===== src/rtl/clut_writer.sv =====
// Palette (CLUT) write sequencer: queues {BANK,IDX,COL} writes in a small FIFO and
// replays them to the palette RAM during blanking as SETUP/STROBE/HOLD cycles.
module clut_writer #(
  parameter int FIFO_DEPTH = 4
) (
  input  logic        CLK_6M,
  input  logic        CLR,
  input  logic        WR,
  input  logic        BANK,
  input  logic [7:0]  IDX,
  input  logic [11:0] COL,
  input  logic        BLANK,
  output logic        BUSY,
  output logic        ERR,
  output logic [8:0]  A,
  output logic [7:0]  DRG,
  output logic [3:0]  DB,
  output logic        WE_n,
  output logic        DONE
);

  localparam int PW = (FIFO_DEPTH > 1) ? $clog2(FIFO_DEPTH) : 1;
  localparam int CW = PW + 1;
  localparam logic [CW-1:0] FULL = CW'(FIFO_DEPTH);

  typedef enum logic [1:0] {IDLE, SETUP, STROBE, HOLD} state_t;

  logic [20:0]   fifo_q [FIFO_DEPTH];
  logic [PW-1:0] wr_ptr_q, wr_ptr_d;
  logic [PW-1:0] rd_ptr_q, rd_ptr_d;
  logic [CW-1:0] count_q, count_d;
  state_t        state_q, state_d;
  logic          err_q, err_d;
  logic [8:0]    a_q, a_d;
  logic [7:0]    drg_q, drg_d;
  logic [3:0]    db_q, db_d;
  logic          we_n_q, we_n_d;
  logic          done_q, done_d;
  logic          busy;
  logic          push;
  logic          pop;
  logic [20:0]   head;

  assign busy = (count_q == FULL);
  assign head = fifo_q[rd_ptr_q];

  always_comb begin
    push     = WR && !busy;
    pop      = (state_q == IDLE) && (count_q != '0) && BLANK;
    wr_ptr_d = push ? wr_ptr_q + 1'b1 : wr_ptr_q;
    rd_ptr_d = pop ? rd_ptr_q + 1'b1 : rd_ptr_q;
    count_d  = count_q;
    if (push && !pop) begin
      count_d = count_q + 1'b1;
    end else if (pop && !push) begin
      count_d = count_q - 1'b1;
    end
    err_d = err_q || (WR && busy);

    state_d = state_q;
    case (state_q)
      IDLE:    if (pop) state_d = SETUP;
      SETUP:   state_d = STROBE;
      STROBE:  state_d = HOLD;
      HOLD:    state_d = IDLE;
      default: state_d = IDLE;
    endcase

    // RAM address/data change only when a new entry is popped, so they stay
    // stable around the strobe and between sequences.
    a_d   = a_q;
    drg_d = drg_q;
    db_d  = db_q;
    if (pop) begin
      a_d   = head[20:12];
      drg_d = head[11:4];
      db_d  = head[3:0];
    end

    we_n_d = (state_d != STROBE);
    done_d = (state_d == HOLD);
  end

  always_ff @(posedge CLK_6M) begin
    if (push) begin
      fifo_q[wr_ptr_q] <= {BANK, IDX, COL};
    end
  end

  always_ff @(posedge CLK_6M or negedge CLR) begin
    if (!CLR) begin
      state_q  <= IDLE;
      wr_ptr_q <= '0;
      rd_ptr_q <= '0;
      count_q  <= '0;
      err_q    <= 1'b0;
      a_q      <= '0;
      drg_q    <= '0;
      db_q     <= '0;
      we_n_q   <= 1'b1;
      done_q   <= 1'b0;
    end else begin
      state_q  <= state_d;
      wr_ptr_q <= wr_ptr_d;
      rd_ptr_q <= rd_ptr_d;
      count_q  <= count_d;
      err_q    <= err_d;
      a_q      <= a_d;
      drg_q    <= drg_d;
      db_q     <= db_d;
      we_n_q   <= we_n_d;
      done_q   <= done_d;
    end
  end

  assign BUSY = busy;
  assign ERR  = err_q;
  assign A    = a_q;
  assign DRG  = drg_q;
  assign DB   = db_q;
  assign WE_n = we_n_q;
  assign DONE = done_q;

endmodule


===== config.mk =====
export PLATFORM = sky130hd
export DESIGN_NAME = clut_writer
export DESIGN_NICKNAME = d
export VERILOG_FILES = /design/src/rtl/clut_writer.sv
export SDC_FILE = /design/constraint.sdc
export NUM_CORES = 1
export LEC_CHECK = 0
export CORE_UTILIZATION = 55
export CTS_BUF_LIST = sky130_fd_sc_hd__clkbuf_8
export DETAILED_ROUTE_END_ITERATION = 7
export GPL_TIMING_DRIVEN = 1
export PLACE_DENSITY_LB_ADDON = 0.12
export SLEW_MARGIN = 20
export SYNTH_ARGS = -nofsm -noshare
export SYNTH_HDL_FRONTEND = slang
export SYNTH_SLANG_ARGS = --single-unit
export TNS_END_PERCENT = 5

===== constraint.sdc =====
create_clock -name CLK_6M -period 3.1 [get_ports CLK_6M]
set_input_delay 0.62 -clock CLK_6M [delete_from_list [all_inputs] [get_ports CLK_6M]]
set_output_delay 0.62 -clock CLK_6M [all_outputs]
set_load 0.02 [all_outputs]

==> impl_metrics.yaml, run 1 <==
grt:
  global_route_wire_length_before_repair_microns: 11200
  largest_net_degree_at_the_start_of_global_routing: 34
  grt_util_met1: 0.236
  overflow: 0
  antenna_found_initial: 0
  groute.layer.met2.usage: 0.303
  gr-max-usage-layer: "met2"
  grt_util_all_layers: 0.186
  met3_usage: 0.0680
  grt_pass1_vias: 2159
route:
  drt_pass1_iterations: 4
  initialDrtViolationCount: 101
  wl_per_cell_microns: 17.4
  ant_nets: 0
  routed_wl_microns: 6740
  detail_route.vias_per_cell: 5.32
  detailroute.via_count: 2059
  detail_route.drc_violations: 0
worst_setup_path:
  r2r_start: "count_q[1]"
  worstRegToRegCells: 7
  worst-endpoint-arrival_ns: 1.78
  max_stage_delay_ns: 0.64
  crit_slowest_cell: "sky130_fd_sc_hd__clkdlybuf4s50_1"
  critical_path.cell_chain: "nor3b_2 > clkdlybuf4s50_1"
  critical_path.max_fanout: 4
  crit_type: "reg -> out"
  rr_endpoint: "count_q[1]"
  timing.critical_path.required_ns: 2.48
  crit_path_start_kind: "register"
  critical_path.endpoint_type: "primary output"
  r2r_slack_ns: 1.08
place:
  dp_cells: 355
  gp_congestion: 0.665
  dpl-instance-area_sq_um: 5070
  preCtsSetupSlack_ns: 0.587
  place.detailed.hpwl_microns: 4130
  io_buffer_count: 49
cells_and_area:
  final_cell_area_sq_um: 5470
  synthToLayoutAreaGrowth_pct: 22.4
  num_antenna_cells: 0
  post_route_cells_drive_above_1_share: 0.302
  final_cells: 387
  layout.nets: 307
synth:
  synth_seq_area_share: 0.750
  postSynthAreaPerCell_sq_um: 21.9
  synthesis.instances: 204
  synth-seq-cells: 117
  synth-warning-count: 0
  synth.cell_area_sq_um: 4470
  synth_cell_type_count: 23
  syn_nets: 239
clocking:
  holdBufCountCts: 0
  post_cts_resize_count: 0
  cts_num_sinks: 117
  clock_tree_from_tritoncts: "built"
  cts_setup_buffers: 0
  cts_max_level: 4
  max-clock-path-buffers: 2
  cts-buffers-inserted: 17
  insertion_delay_ns: 0.41
  worst_setup_hold_path_clk_slew_ns: 0.08
  clock-root-buffer: "sky130_fd_sc_hd__clkbuf_8"
floorplanning:
  die-width_microns: 92.1
  die_area_sq_um: 8480
  initial_utilization: 0.572
  io-pin-count: 50
  die_y_microns: 92.1
  fp.coreArea_sq_um: 7810
  rows: 32
run:
  max-cap-violations: 0
timing:
  finalWorstSetupSlack_ns: 0.697
  finalSetupTns_ns: 0
  timing.final.max_slew_violations: 0
  tightest_slew_ns: 0.805
  fin_crit_ns: 2.40
  hold_viol_final: 0
  max_slew_margin: 0.463
  final_number_of_setup_violating_endpoints: 0
  post-route-period-util: 0.775
  worst_clock_skew_ns: 0.0107
  max_freq_ghz: 0.416
  unrepaired_setup_endpoints_after_global_routing: "false"
worst_hold_path:
  worst_hold_path_type: "in -> async"
status:
  outcome: "finished, final reports clean"
pwr:
  power.share.sequential: 0.444
  fraction_of_power_consumed_by_the_clock_network: 0.246
  total_power_of_the_final_layout_mw: 5.43
  cellInternalPower_mw: 3.80
  switching_power_share_of_the_total: 0.300
  cellPowerDensity_nw_per_um2: 993
  leakagePower_nw: 1.97
  power.combinational.fraction: 0.310
  switching_power_mw: 1.63
  peak_supply_drop_v: 0.000547
==> sequential cells by signal (all words and copies together), names as in the netlist <==
name	flops
count_q	3
DB	4
ERR	1
DRG	8
A	9
state_q	2
DONE	1
WE_n	1
rd_ptr_q	2
wr_ptr_q	2
fifo_q	84
==> metal layers <==
metal | share of wire | vias to the layer above | wire length [microns]
met2 | 0.51 | 51 | 3450
li1 | - | 933 | -
met4 | 0.010 | 0 | 68
met1 | 0.44 | 1070 | 2940
met5 | 0 | - | 0
met3 | 0.043 | 5 | 287
==> cells in the final DEF, fill, tap and decap left out, types with 6 or more instances in the layout <==
cell type | netlist | routed
sky130_fd_sc_hd__edfxtp_1 | 84 | 84
sky130_fd_sc_hd__clkdlybuf4s50_1 | 0 | 48
sky130_fd_sc_hd__dfrtp_1 | 32 | 32
sky130_fd_sc_hd__mux2_2 | 22 | 22
sky130_fd_sc_hd__mux4_2 | 21 | 21
sky130_fd_sc_hd__clkbuf_8 | 0 | 17
sky130_fd_sc_hd__ha_1 | 9 | 9
sky130_fd_sc_hd__inv_1 | 7 | 8
sky130_fd_sc_hd__buf_4 | 2 | 7
sky130_fd_sc_hd__clkinvlp_4 | 0 | 6
==> critical path, delay by kind of cell, from the launching register on <==
family	cells	cell delay, ns
buffers and inverters	1	0.64
DFF	1	0.46
and+or+nand+nor	1	0.27
==> per-stage QoR <==
stage | util | hold slack, ns
after floorplan | - | 0.324
after global placement | 0.650 | 0.443
after detailed placement | 0.650 | 0.444
after CTS | 0.700 | 0.312
after global routing | 0.700 | 0.345
final | 0.700 | 0.291
==> power by group through the flow <==
stage	logic (mW)	registers, mW	clock network, mW
floorplan	1.02	2.54	0
global placement	1.69	2.43	0
detailed placement	1.72	2.45	0
CTS	1.72	2.42	1.36
global route	1.83	2.47	1.44
finish	1.68	2.41	1.34
==> cells by family after synthesis <==
family | Yosys count | synth area share
and+or+nand+nor | 9 | 0.0123
buffers and inverters | 15 | 0.0233
xor gates and xnor gates | 6 | 0.0118
muxes | 44 | 0.164
AOI/OAI and AO/OA | 3 | 0.00897
adders and majority gates | 10 | 0.0297
DFF | 117 | 0.750
==> how the worst max path moves through the flow <==
stage	start	to	slack [ns]	cells after the start
floorplan	count_q[1]	count_q[1]	0.93	7
global placement	WR	count_q[2]	0.64	9
detailed placement	WR	count_q[2]	0.59	9
CTS	count_q[1]	BUSY	0.67	2
global route	count_q[1]	BUSY	0.59	2
finish	count_q[1]	BUSY	0.70	2
==> final cells by class <==
type	count	area, sq um
multi-input combinational	72	1010
timing repair buffer	57	558
clock inverter	15	158
tap	102	128
sequential	117	3350
fill	482	2340
clock buffer	17	234
inverter	7	26.3
==> Yosys cell counts, drive strengths merged <==
library cell / number / share of area
and2: 4 / 0.0056
xor2: 3 / 0.0059
a31oi: 1 / 0.0014
edfxtp: 84 / 0.56
a21o: 1 / 0.0017
dfrtp: 32 / 0.18
fa: 1 / 0.0045
o311ai: 1 / 0.0059
nor3b: 1 / 0.0028
mux2: 23 / 0.058
dfstp: 1 / 0.0059
ha: 9 / 0.025
mux4: 21 / 0.11
xnor2: 3 / 0.0059
nor2b: 1 / 0.0014
inv: 7 / 0.0059
buf: 6 / 0.016
nor2: 3 / 0.0025
clkbuf: 2 / 0.0017
Power figures use the tool's default switching activity.
==> run 2, diff against run 1 <==
clock period = 2.3 ns   (was 3.1 ns; I/O delays follow)
==> impl_metrics.yaml, run 2 (synthesis results as in run 1) <==
clocking:
  worst_setup_hold_path_clk_slew_ns: 0.08
  cts-buffers-inserted: 17
  insertion_delay_ns: 0.42
  clock_tree_from_tritoncts: "built"
  cts_max_level: 4
  max-clock-path-buffers: 2
  clock-root-buffer: "sky130_fd_sc_hd__clkbuf_8"
  cts_num_sinks: 117
cells_and_area:
  final_cell_area_sq_um: 5520
  post_route_cells_drive_above_1_share: 0.294
  layout.cells.most_common: "sky130_fd_sc_hd__edfxtp_1"
  layout.nets: 308
  register_with_the_most_flip_flops: "fifo_q"
  fillers: 502
  largest_register_ff_count: 84
  mostFrequentLayoutCells: "84 x sky130_fd_sc_hd__edfxtp_1, 47 x sky130_fd_sc_hd__clkdlybuf4s50_1, 32 x sky130_fd_sc_hd__dfrtp_1"
  synthToLayoutAreaGrowth_pct: 23.5
  num_antenna_cells: 0
floorplanning:
  die-width_microns: 92.1
  die_area_sq_um: 8480
  rows: 32
  initial_utilization: 0.572
  fp.coreArea_sq_um: 7810
  io-pin-count: 50
  die_y_microns: 92.1
route:
  detail_route.vias_per_cell: 5.39
  routed_wl_microns: 7050
  initialDrtViolationCount: 101
  ant_nets: 0
  detail_route.drc_violations: 0
  drt_pass1_iterations: 4
  wl_per_cell_microns: 18.2
  detailroute.via_count: 2091
timing:
  max_slew_margin: 0.444
  tightest_slew_ns: 0.834
  worst_clock_skew_ns: 0.0127
  fin_crit_ns: 1.98
  finalSetupTns_ns: 0
  timing.final.max_slew_violations: 0
  final_number_of_setup_violating_endpoints: 0
  post-route-period-util: 0.862
  hold_viol_final: 0
  max_freq_ghz: 0.505
  finalWorstSetupSlack_ns: 0.318
  unrepaired_setup_endpoints_after_global_routing: "false"
grt:
  grt_util_all_layers: 0.190
  global_route_wire_length_before_repair_microns: 11400
  overflow: 0
  grt_pass1_vias: 2209
  antenna_found_initial: 0
  largest_net_degree_at_the_start_of_global_routing: 34
worst_setup_path:
  worst-endpoint-arrival_ns: 2.32
  critical_path.endpoint_type: "register"
  crit_type: "reg -> reg"
  critical_path.max_fanout: 4
  timing.critical_path.required_ns: 2.64
  crit_path_start_kind: "register"
pwr:
  leakagePower_nw: 2.00
  cellPowerDensity_nw_per_um2: 1350
  peak_supply_drop_v: 0.000642
place:
  place.detailed.hpwl_microns: 4170
  io_buffer_count: 49
  dpl-instance-area_sq_um: 5120
  preCtsSetupSlack_ns: -0.0146
  gp_congestion: 0.718
run:
  max-cap-violations: 0
status:
  outcome: "finished, final reports clean"
worst_hold_path:
  worst_hold_path_type: "in -> async"
## run 2: cell count changes in the layout (fill, tap and decap cells not counted), sizes merged
cell           delta
clkdlybuf4s50     -1
clkinvlp          -4
bufinv            +1
inv               -1
clkinv            +4
buf               +1
dlygate4sd2       +1
## run 2: metal layers
metal | wire length (microns) | track usage | part of all wire | vias up
li1 | - | - | - | 935
met1 | 3130 | 0.237 | 0.44 | 1097
met2 | 3580 | 0.312 | 0.51 | 49
met3 | 244 | 0.0514 | 0.035 | 10
met4 | 94 | 0.0859 | 0.013 | 0
met5 | 0 | 0 | 0 | -
## run 2: path summary, 6_finish.rpt
kind / from / to / slack (ns) / cells past startpoint
setup / recovery: count_q[1] / count_q[2] / 0.32 / 7
hold / removal: CLR / DRG[3] / 0.14 / 1
hold reg to reg: ERR / ERR / 0.47 / 1
min in group CLK_6M: ERR / ERR / 0.47 / 1
setup reg to reg: count_q[1] / count_q[2] / 0.32 / 7
max in group asynchronous: CLR / A[7] / 1.62 / 1
## run 2: repair_timing
item / 4_1_cts / 5_1_grt
hold buffers: 0 / 0
buffers inserted: 0 / 0
resized for setup: 1 / 0
setup endpoints to repair: 1 / 0
## run 2: area by class of cell
class / count / area [sq um] / share of cell area
clock buffer: 17 / 234 / 0.0424
clock inverter: 15 / 165 / 0.0299
timing repair buffer: 58 / 602 / 0.109
inverter: 7 / 26.3 / 0.00476
sequential: 117 / 3350 / 0.607
tap: 102 / 128 / 0.0231
multi-input combinational: 72 / 1010 / 0.183
## run 2: critical path, cell delays in order, from the launching register on
cell	delay [ns]
sky130_fd_sc_hd__dfrtp_1	0.46
sky130_fd_sc_hd__o311ai_4	0.33
sky130_fd_sc_hd__ha_1	0.23
sky130_fd_sc_hd__inv_1	0.06
sky130_fd_sc_hd__fa_1	0.38
sky130_fd_sc_hd__xor2_1	0.17
sky130_fd_sc_hd__nor2_1	0.12
sky130_fd_sc_hd__xor2_1	0.16
## run 2: power by group
part           internal (mW)  total, mW  switching, mW  leakage [nW]
Sequential              2.91       3.17          0.264          1.16
Clock                   1.06       1.86          0.804         0.203
Combinational           1.28       2.40           1.12         0.645
Total                   5.25       7.43           2.19          2.00
## run 2: metrics by stage
step	power [mW]	hold WS, ns	utilization	std cells
2_1_floorplan	4.79	0.164	-	204
3_3_place_gp	5.60	0.442	0.656	356
3_5_place_dp	5.67	0.457	0.656	356
4_1_cts	7.54	0.152	0.707	388
5_1_grt	7.83	0.192	0.707	388
6_report	7.43	0.139	0.707	388
